## src/rtl/pixel_seq_ctrl.sv

```systemverilog
// Pixel reset/store sequencer with memory-select stepping and readout column select.
// Optional build macro PIX_SEQ_RUN_CNT_EN adds a 16-bit completed-sequence counter on RUN_CNT.
module pixel_seq_ctrl #(
  parameter int CNT_W = 8,
  parameter int N_MEM = 16,
  parameter int N_COL = 4,
  localparam int MW = $clog2(N_MEM) + 1
) (
  input  logic               CLK,
  input  logic               NRST_X,
  input  logic               PIX_RESET,
  input  logic               PIX_STORE,
  input  logic               PIX_ABORT,
  input  logic               TRG_MODE,
  input  logic               TRG_DET,
  input  logic               EVT_NUM_END,
  input  logic               COMP_EN_SEL,
  input  logic [5*CNT_W-1:0] TIMING,
  input  logic               MEM_SET_EN,
  input  logic               MEM_SET_CLR,
  input  logic               REGOUT_EN,
  input  logic [MW-1:0]      READ_MEM,
  output logic               CF_RST,
  output logic               CDS_RST,
  output logic               RST_COMP1,
  output logic               RST_COMP2,
  output logic               SEL_RST_VTH,
  output logic               COMP_EN,
  output logic               PIX_RESET_BUSY,
  output logic               PIX_END,
  output logic               MEM_SET_DONE,
  output logic               LAST_MEM,
  output logic               AOUT_SEL,
  output logic               TOUT_SEL,
  output logic [N_COL-1:0]   COLOUT_SEL,
  output logic [15:0]        RUN_CNT
);

  localparam logic [MW-1:0] NMEM_V = MW'(N_MEM);
  localparam logic [MW-1:0] ONE_V  = MW'(1);

  typedef enum logic {ST_IDLE, ST_RUN} state_t;
  state_t r_state, w_nextState;

  logic [CNT_W-1:0] r_cnt, r_tCf, r_tC1, r_tC2, r_tVth, r_tCds;
  logic r_pixStoreD, r_cf, r_c1, r_c2, r_vthN, r_cds, r_pixEnd;
  logic r_compAlways, r_compMask;
  logic w_idle, w_run, w_start, w_flagEn;

  assign w_idle  = (r_state == ST_IDLE);
  assign w_run   = (r_state == ST_RUN);
  assign w_start = w_idle & ~PIX_ABORT &
                   ((PIX_RESET & PIX_STORE) | (TRG_MODE & PIX_STORE & ~r_pixStoreD));

  always_comb begin
    w_nextState    = r_state;
    PIX_RESET_BUSY = 1'b0;
    case (r_state)
      ST_IDLE: if (w_start) w_nextState = ST_RUN;
      ST_RUN: begin
        PIX_RESET_BUSY = 1'b1;
        if (PIX_ABORT || r_pixEnd) w_nextState = ST_IDLE;
      end
      default: w_nextState = ST_IDLE;
    endcase
  end

  // Flags only follow the counter while the sequence is continuing, so an abort or the final edge drops them.
  assign w_flagEn = w_run & (w_nextState == ST_RUN);

  always_ff @(posedge CLK or negedge NRST_X) begin
    if (!NRST_X) begin
      r_state     <= ST_IDLE;
      r_cnt       <= '0;
      r_pixStoreD <= 1'b0;
      r_tCf       <= '0;
      r_tC1       <= '0;
      r_tC2       <= '0;
      r_tVth      <= '0;
      r_tCds      <= '0;
      r_cf        <= 1'b0;
      r_c1        <= 1'b0;
      r_c2        <= 1'b0;
      r_vthN      <= 1'b0;
      r_cds       <= 1'b0;
      r_pixEnd    <= 1'b0;
    end else begin
      r_state     <= w_nextState;
      r_cnt       <= w_run ? r_cnt + 1'b1 : '0;
      r_pixStoreD <= PIX_STORE;
      if (w_start) begin
        r_tCf  <= TIMING[0*CNT_W +: CNT_W];
        r_tC1  <= TIMING[1*CNT_W +: CNT_W];
        r_tC2  <= TIMING[2*CNT_W +: CNT_W];
        r_tVth <= TIMING[3*CNT_W +: CNT_W];
        r_tCds <= TIMING[4*CNT_W +: CNT_W];
      end
      r_cf     <= w_flagEn & (r_cnt < r_tCf);
      r_c1     <= w_flagEn & (r_cnt < r_tC1) & ~TRG_MODE;
      r_c2     <= w_flagEn & (r_cnt < r_tC2) & ~TRG_MODE;
      r_vthN   <= w_flagEn & (r_cnt < r_tVth) & ~TRG_MODE;
      r_cds    <= w_flagEn & (r_cnt < r_tCds);
      r_pixEnd <= w_flagEn & (r_cnt == r_tCds);
    end
  end

  always_ff @(posedge CLK or negedge NRST_X) begin
    if (!NRST_X) begin
      r_compAlways <= 1'b0;
      r_compMask   <= 1'b0;
    end else begin
      if (w_run && (r_cnt == r_tCds) && PIX_STORE) r_compAlways <= 1'b1;
      else if (w_idle && PIX_RESET)                r_compAlways <= 1'b0;
      if (!PIX_STORE)   r_compMask <= 1'b0;
      else if (w_start) r_compMask <= 1'b1;
    end
  end

  assign CF_RST      = PIX_STORE ? r_cf : 1'b1;
  assign CDS_RST     = PIX_STORE ? r_cds : 1'b1;
  assign RST_COMP1   = PIX_STORE & r_c1;
  assign RST_COMP2   = PIX_STORE & r_c2;
  assign SEL_RST_VTH = PIX_STORE ? ~r_vthN : 1'b1;
  assign PIX_END     = r_pixEnd;
  assign COMP_EN     = TRG_MODE ? (TRG_DET & r_compMask & w_start & ~EVT_NUM_END)
                                : (COMP_EN_SEL ? r_compAlways : (r_compMask & w_start));

  logic [MW-1:0] r_memCnt, w_readEff;
  logic r_memSetEnD, r_memSetDone, w_memRise, w_lastMem;

  always_comb begin
    w_readEff = READ_MEM;
    if (READ_MEM > NMEM_V)     w_readEff = NMEM_V;
    else if (READ_MEM == '0)   w_readEff = ONE_V;
  end

  assign w_memRise = MEM_SET_EN & ~r_memSetEnD;
  assign w_lastMem = (r_memCnt == w_readEff - ONE_V);

  always_ff @(posedge CLK or negedge NRST_X) begin
    if (!NRST_X) begin
      r_memCnt     <= '0;
      r_memSetEnD  <= 1'b0;
      r_memSetDone <= 1'b0;
    end else begin
      r_memSetEnD  <= MEM_SET_EN;
      r_memSetDone <= w_memRise;
      if (MEM_SET_CLR)                  r_memCnt <= '0;
      else if (w_memRise && !w_lastMem) r_memCnt <= r_memCnt + ONE_V;
    end
  end

  assign MEM_SET_DONE = r_memSetDone;
  assign LAST_MEM     = w_lastMem;
  assign AOUT_SEL     = ~r_memCnt[0] & ~REGOUT_EN;
  assign TOUT_SEL     = r_memCnt[0] & ~REGOUT_EN;

  // Each column group holds two memories (analog/timing pair); groups past N_COL select nothing.
  always_comb begin
    COLOUT_SEL = '0;
    for (int i = 0; i < N_COL; i++)
      if (int'(r_memCnt[MW-1:1]) == i) COLOUT_SEL[i] = 1'b1;
  end

`ifdef PIX_SEQ_RUN_CNT_EN
  logic [15:0] r_runCnt;
  always_ff @(posedge CLK or negedge NRST_X) begin
    if (!NRST_X)       r_runCnt <= '0;
    else if (r_pixEnd) r_runCnt <= r_runCnt + 16'd1;
  end
  assign RUN_CNT = r_runCnt;
`else
  assign RUN_CNT = 16'd0;
`endif

endmodule

```

## config.mk

```make
export PLATFORM = sky130hd
export DESIGN_NAME = pixel_seq_ctrl
export DESIGN_NICKNAME = d
export VERILOG_FILES = /design/src/rtl/pixel_seq_ctrl.sv
export SDC_FILE = /design/constraint.sdc
export NUM_CORES = 1
export LEC_CHECK = 0
export ABC_CLOCK_PERIOD_IN_PS = 6730
export CORE_MARGIN = 2
export CORE_UTILIZATION = 45
export CTS_BUF_LIST = sky130_fd_sc_hd__clkbuf_8
export CTS_CLUSTER_DIAMETER = 40
export DETAILED_ROUTE_END_ITERATION = 10
export PLACE_DENSITY_LB_ADDON = 0.05
export SLEW_MARGIN = 0
export SYNTH_ARGS = -nofsm -noshare
export SYNTH_HDL_FRONTEND = slang
export SYNTH_SLANG_ARGS = --single-unit
export TNS_END_PERCENT = 5
```

## constraint.sdc

```tcl
create_clock -name CLK -period 6.73 [get_ports CLK]
set_clock_uncertainty 0.1 [all_clocks]
set_input_delay 1.0095 -clock CLK [delete_from_list [all_inputs] [get_ports CLK]]
set_output_delay 1.0095 -clock CLK [all_outputs]
set_load 0.01 [all_outputs]
```

; ---- Word-level counts from Yosys, hierarchy flattened
; Index checks and enable logic that the tools add are counted.
[word_totals]
regBits = 65
latch_bits = 0
ramBits = 0
mem_bits_ro = 0
in_bits = 57
output_inout_bits = 32
elab_cells = 100
memories = 0
[classes]
n_addsub = 3
multipliers = 0
div_mod_pow = 0
n_lt_le_gt_ge = 6
eq_ne = 6
n_shift = 0
mux = 22
bitwise_logic = 34
reduce_logical = 10
[op_table]
columns = operator, n
row1 = $lt A8 B8 Y1, 5
row2 = $and A1 B1 Y1, 24
row3 = $mux W5, 4
row4 = $mux W1, 16
row5 = $not A1 Y1, 9
row6 = $add A8 B1 Y8 const B, 1
row7 = $eq A4 B3 Y1 const B, 2
row8 = $eq A8 B8 Y1, 1
row9 = $mux W8, 1
row10 = $add A5 B1 Y5 const B, 1
row11 = $eq A5 B5 Y1, 1
row12 = $gt A5 B5 Y1 const B, 1
row13 = $logic_not A5 Y1, 1
row14 = $sub A5 B1 Y5 const B, 1
row15 = $eq A4 B2 Y1 const B, 1
row16 = $logic_and A1 B1 Y1, 4
row17 = $logic_not A4 Y1, 1
row18 = $reduce_bool A2 Y1, 2
row19 = $ne A2 B1 Y1 const B, 1
row20 = $pmux W1 S2, 1
row21 = $logic_not A1 Y1, 1
row22 = $logic_or A1 B1 Y1, 1
row23 = $or A1 B1 Y1, 1

; ---- Logic depth before layout (Yosys ltp)
; Gate-level depths: netlist (run 1).
[depth]
depth_word = 9
mapped_depth = 9
depth_no_buf = 9

; ---- Least setup slack after synthesis (run 1)
; Ideal clock, no wire load.
[synth_path]
path_type = input-to-output
start = input port READ_MEM[1]
end = output port LAST_MEM
arrival_ps = 2812
required_time_ps = 5620
setup_slack_ps = 2808
stages = 7
n_path_buf = 0
cell_sequence = or4_4 and2_2 ha_1 nor4b_1 or3_1 a22oi_1 and2_2
[synth_between]
elab_chain_len = 5
word_cells_on_any_way = 6
cone_classes = 1 x add/sub / 1 x order compare / 1 x eq/ne / 2 x mux / 1 x reduce/logical
[synth_rtl]
columns = item, line_no
row1 = from (decl), 22  ; input logic [MW-1:0] READ_MEM,
row2 = branches (longest 2 deep; another with $gt A5 B5 Y1), n/a
row3 = $mux W5 (*), 133  ; if (READ_MEM > NMEM_V) w_readEff = NMEM_V;
row4 = $sub A5 B1 Y5 (*), 138  ; assign w_lastMem = (r_memCnt == w_readEff - ONE_V);
row5 = $eq A5 B5 Y1 (*), 138
row6 = to (decl), 32  ; output logic LAST_MEM,
; Every way passes the cells marked *.

; ---- Worst setup path after layout (run 1)
[layout_path]
start = input port READ_MEM[2]
end = output port LAST_MEM
; The elaborated chain is that of the path after synthesis.

==> impl_metrics.py, run 1 <==
metrics = {
    "run_status": {
        "status": "completed",
    },
    "final_layout": {
        "nNetsFinal": 564,
        "post_route_cells_drive_above_1_share_pct": 5.71,
        "diodes": 0,
        "syn2layout_area_growth_pct": 26.1,
        "fillers": 711,
        "fin_cells": 575,
    },
    "timing": {
        "fmax_ghz": 0.198,
        "relSlewSlack_pct": 45.5,
        "hold_viol_final": 0,
        "grt_setup_unrepaired": "false",
        "fin_setup_tns_ps": 0,
        "setup_viol": 0,
        "fin_crit_sh_pct": 74.9,
        "min_period_ps": 5040,
        "worst_pin_slew_ps": 818,
        "slew_viol_final": 0,
    },
    "floorplanning": {
        "core-area_mm2": 0.00781,
        "ios": 89,
        "die_h_um": 94.2,
        "num_rows": 32,
        "start_util_pct": 46.9,
        "die-area_mm2": 0.00887,
        "die_w_um": 94.2,
    },
    "worst_setup_path": {
        "critPathKind": "primary input to output pin",
        "r2r-end": "r_tVth[3]",
        "r2r_slack_ps": 4640,
        "r2r-start": "r_state",
        "endpoint_kind": "output pin",
        "required_ps": 5620,
        "critPathLaunchType": "primary input",
        "r2r_cells": 5,
        "critPathMaxFanout": 4,
        "arrival_ps": 3930,
    },
    "pwr": {
        "leakagePower_nw": 2.22,
        "powerDensity_mw_per_mm2": 220,
        "irDropWorstVdd_v": 0.000126,
    },
    "logic_synthesis": {
        "muxShareOfSynthArea_pct": 0.889,
        "post-synth-top-count-cell": "dfrtp_1",
        "synth_cell_types": 42,
        "synth_area_leader_cell": "dfrtp_1",
        "synth_edf_count": 0,
        "netlist_area_mm2": 0.00366,
        "synth_top_family_by_area": "simple AND/OR/NAND/NOR gates",
        "synth_cells": 393,
        "yosys.area_share.simple_pct": 17.6,
        "synth.ff_latch_count": 65,
        "netlist_top_cells_count": "dfrtp_1, nand2_1, o21ai_0, ha_1, inv_1",
        "synth_xor_area_share_pct": 2.39,
        "synth_compound_area_share_pct": 13.0,
        "yosysWarningCount": 0,
        "synth.top_cell.area_share_pct": 44.5,
        "synth-seq-area-share_pct": 44.5,
        "async_flop_share_pct": 100,
        "synth_adder_area_share_pct": 13.3,
        "synthTopCellsByArea": "dfrtp_1, ha_1, o21ai_0, nand2_1, inv_1",
        "postSynthAreaPerCell_um2": 9.31,
        "synth_top_flop_cell": "dfrtp_1",
    },
    "routing": {
        "routed_wirelength_um": 7400,
        "first_iter_violations": 97,
        "antenna_left": 0,
        "wl_met1_um": 3660,
        "routed-wl-met3_um": 301,
        "drc": 0,
        "met2_length_um": 3320,
        "vias": 2784,
        "wl_per_cell_um": 12.9,
        "top_layer": "met4",
        "dr.pass1.iters": 4,
        "viasPerCell": 4.84,
    },
    "global_route": {
        "grt_pass1_vias": 2590,
        "overflow": 0,
        "grt_max_degree": 76,
        "antenna_found_initial": 0,
        "track_usage_pct": 18.1,
        "grt_pass1_wl_um": 12500,
    },
    "min_path": {
        "hp-start": "r_memSetEnD",
        "hold_path_end": "MEM_SET_DONE",
        "min_path_type": "flop to flop",
        "min_path_cells": 1,
    },
    "clock_tree": {
        "cts_buffers": 9,
        "path_clk_slew_ps": 70,
        "clock_latency_ps": 340,
        "cts_hold_buf": 0,
        "cts_resized": 0,
        "clock-sinks": 65,
        "cts.path.max_buffers": 2,
        "cts_setup_buffers": 0,
        "cts_root_buffer": "clkbuf_8",
        "htreeDepth": 3,
        "cts_tree": "built",
    },
    "flow_run": {
        "maxCapViolCount": 0,
    },
    "placed_design": {
        "port_buffers": 72,
        "dp_cells": 559,
        "routabilityCongestion": 0.734,
        "dp_hpwl_um": 5330,
    },
}
metrics by stage:
stage                     hold slack, ps  worst slack, ps  area, µm²  utilization [%]  power, mW
after floorplan                      285             2810       3710                -      0.613
after global placement               300             1800       4420             56.6      0.691
after detailed placement             297             1710       4420             56.6      0.699
after CTS                            308             1700       4610             59.1       1.03
after global routing                 313             1580       4610             59.1       1.09
final                                307             1690       4610             59.1       1.01
state kept, by name, indices dropped and copies added (netlist names), 5 cells and up:
register and count:
r_tC2 8, r_tCf 8, r_tC1 8, r_tVth 8
r_tCds 8, r_cnt 8, r_memCnt 5
final cells by class:
type,instances,area [µm²],area share [%]
Clock buffer,10,138,2.98
Clock inverter,6,57.6,1.25
Inverter,39,146,3.17
Multi-Input combinational cell,279,1790,38.7
Sequential cell,65,1630,35.2
Tap cell,102,128,2.77
Timing Repair Buffer,74,731,15.8
kinds of logic (layout without fill, tap and decap cells):
kind of cell             Yosys count  after routing
AO/OA/AOI/OAI                     78             78
XOR/XNOR                          10             10
adder cells (fa/ha/maj)           39             39
buffers and inverters             64            129
flip-flops                        65             65
multiplexers                       3              3
other                              1             16
AND/OR/NAND/NOR                  133            133
critical path, cell delays in order:
cell	delay, ps
clkdlybuf4s50_1	460
or4_4	550
and2_2	190
ha_1	240
nor4b_1	170
or3_1	350
a22oi_1	250
and2_2	190
clkdlybuf4s50_1	520
routing by layer:
metal	up-vias	global-route usage [%]
met3	11	2.97
met4	0	7.00
met1	1273	26.7
met2	64	26.7
met5	-	0
li1	1436	-
placed cells by master (no fill, tap or decap), types with 4 or more instances in the layout:
cell type,synthesis,routed
clkbuf_8,0,10
nor2b_1,9,9
a21o_1,9,9
nand3_1,6,6
a21oi_1,4,4
and2_1,9,9
clkdlybuf4s50_1,0,71
clkinv_2,0,4
nand4_1,4,4
nand2b_1,7,7
conb_1,1,16
nor2_1,15,15
dfrtp_1,65,65
nand2_1,59,59
nor3_1,5,5
or3_1,8,8
o211ai_1,4,4
o21ai_0,47,47
inv_1,39,38
xnor2_1,8,8
ha_1,39,39
where the power goes:
group,total (mW),leakage [nW],internal (mW),switching [mW]
combinational,0.217,1.29,0.105,0.113
clock,0.326,0.102,0.178,0.148
sequential,0.471,0.830,0.450,0.0212
worst max-delay path by stage:
stage,to,slack [ps],cells after the start,from
after floorplan,LAST_MEM,2810,7,READ_MEM[1]
after global placement,LAST_MEM,1800,9,READ_MEM[2]
after detailed placement,LAST_MEM,1710,9,READ_MEM[1]
after CTS,LAST_MEM,1700,9,READ_MEM[1]
after global routing,LAST_MEM,1580,9,READ_MEM[2]
final,LAST_MEM,1690,9,READ_MEM[2]
Power figures use the tool's default switching activity.
==> inputs of run 2 (changes only) <==
- ABC_CLOCK_PERIOD_IN_PS: 6730 -> 4600
- clock period: 6.73 -> 4.6 ns (I/O delays scaled with it)
==> run 2 against run 1 <==
Net effect: first-iteration DRC count shrank 26%; wire length decreased by 0.15%; global-route usage barely moved; clock power grew 48%; sequential power grew 47%; hold slack worse by 1.6 ps.
==> impl_metrics.py, run 2 (same netlist as run 1, synthesis figures left out) <==
metrics = {
    "run_status": {
        "status": "completed",
    },
    "routing": {
        "viasPerCell": 4.83,
        "antenna_left": 0,
        "drc": 0,
        "dr.pass1.iters": 4,
        "routed_wirelength_um": 7390,
        "vias": 2779,
        "first_iter_violations": 72,
        "wl_per_cell_um": 12.8,
    },
    "floorplanning": {
        "start_util_pct": 46.9,
        "die_w_um": 94.2,
        "die-area_mm2": 0.00887,
        "core-area_mm2": 0.00781,
        "ios": 89,
        "die_h_um": 94.2,
        "num_rows": 32,
    },
    "timing": {
        "fin_setup_tns_ps": 0,
        "hold_viol_final": 0,
        "fin_crit_sh_pct": 94.4,
        "relSlewSlack_pct": 34.1,
        "worst_pin_slew_ps": 989,
        "setup_viol": 0,
        "min_period_ps": 4340,
        "fmax_ghz": 0.230,
        "hold_slack_ps": 305,
        "grt_setup_unrepaired": "false",
        "slew_viol_final": 0,
    },
    "clock_tree": {
        "path_clk_slew_ps": 70,
        "cts_resized": 0,
        "cts_root_buffer": "clkbuf_8",
        "cts_hold_buf": 0,
        "cts.path.max_buffers": 2,
        "cts_setup_buffers": 0,
        "htreeDepth": 3,
        "cts_tree": "built",
        "cts_buffers": 9,
        "clock_latency_ps": 340,
        "clock-sinks": 65,
    },
    "placed_design": {
        "placed_area_mm2": 0.00443,
        "routabilityCongestion": 0.736,
        "port_buffers": 72,
        "dp_hpwl_um": 5390,
    },
    "pwr": {
        "internal_power_mw": 1.09,
        "irDropWorstVdd_v": 0.000143,
        "powerDensity_mw_per_mm2": 323,
        "leakagePower_nw": 2.23,
        "p_seq_share_pct": 46.4,
        "swShare_pct": 27.2,
        "p_comb_share_pct": 21.4,
        "pwr-share-clk_pct": 32.2,
        "p_switching_mw": 0.405,
    },
    "global_route": {
        "overflow": 0,
        "antenna_found_initial": 0,
        "grt_max_degree": 76,
        "grt_pass1_vias": 2666,
        "grt_pass1_wl_um": 12500,
        "track_usage_pct": 18.1,
    },
    "final_layout": {
        "final_common_cell": "clkdlybuf4s50_1",
        "final_area_mm2": 0.00462,
        "mostFrequentLayoutCells": "clkdlybuf4s50_1, dfrtp_1, nand2_1",
        "seq_area_mm2": 0.00163,
        "syn2layout_area_growth_pct": 26.3,
        "fillers": 732,
        "post_route_cells_drive_above_1_share_pct": 5.50,
        "diodes": 0,
        "nNetsFinal": 565,
        "multi_input_area_mm2": 0.00179,
    },
    "worst_setup_path": {
        "critPathKind": "primary input to output pin",
        "path_buf_inv": 2,
        "cp_slowest_stage_delay_ps": 540,
        "arrival_ps": 3550,
        "path_delay_family": "simple AND/OR/NAND/NOR gates",
        "crit_chain": "clkdlybuf4s50_1, or4_4, and2_2, ha_1, nor4b_1, or3_1, a22oi_1, and2_2, clkdlybuf4s50_1",
        "endpoint_kind": "output pin",
        "cp_slowest_cell": "or4_4",
        "required_ps": 3810,
        "critPathLaunchType": "primary input",
        "critPathMaxFanout": 4,
    },
    "flow_run": {
        "maxCapViolCount": 0,
    },
    "min_path": {
        "min_path_type": "flop to flop",
    },
}
## run 2: final cells by class
class,instances,share of cell area [%]
Inverter,39,3.17
Tap cell,102,2.76
Clock inverter,4,0.947
Timing Repair Buffer,75,16.0
Multi-Input combinational cell,279,38.7
Sequential cell,65,35.2
Clock buffer,11,3.28
## run 2: through the flow
step	cells	utilization (%)	worst slack, ps	power, mW
after global routing	575	59.2	88.0	1.59
after floorplan	408	-	1320	0.897
after CTS	575	59.2	264	1.51
final	575	59.2	257	1.49
after global placement	560	56.7	306	1.01
after detailed placement	560	56.7	263	1.03
## run 2: worst paths after layout
check	start	end	slack, ps	cells past startpoint
setup / recovery	READ_MEM[2]	LAST_MEM	260	9
hold / removal	r_memSetEnD	MEM_SET_DONE	310	1
setup reg to reg	r_cnt[1]	r_cds	2480	7
hold reg to reg	r_memSetEnD	MEM_SET_DONE	310	1
max in group asynchronous	NRST_X	r_memCnt[4]	3120	2
min in group asynchronous	NRST_X	r_tCds[7]	410	1
## run 2: power groups by stage
stage | logic (mW) | clock network (mW) | registers, mW
5_1_grt | 0.375 | 0.519 | 0.701
3_3_place_gp | 0.313 | 0 | 0.699
4_1_cts | 0.326 | 0.492 | 0.691
6_report | 0.319 | 0.481 | 0.691
2_1_floorplan | 0.206 | 0 | 0.692
3_5_place_dp | 0.323 | 0 | 0.702
## run 2: layer usage
layer  GRT usage, %  vias to the layer above  part of all wire, %
met5              0                        -                    0
met4           7.25                        0                  1.4
met3           3.37                        8                  4.5
met2           28.2                       58                   45
met1           25.0                     1276                   49
li1               -                     1437                    -
## run 2: worst register-to-register path, cell delays in order, from the launching register on
cell       delay, ps
dfrtp_1          480
ha_1             350
nor2b_1          130
o21ai_0          130
nand2b_1          70
a21oi_1          210
nor2_1            60
a2111oi_0        450
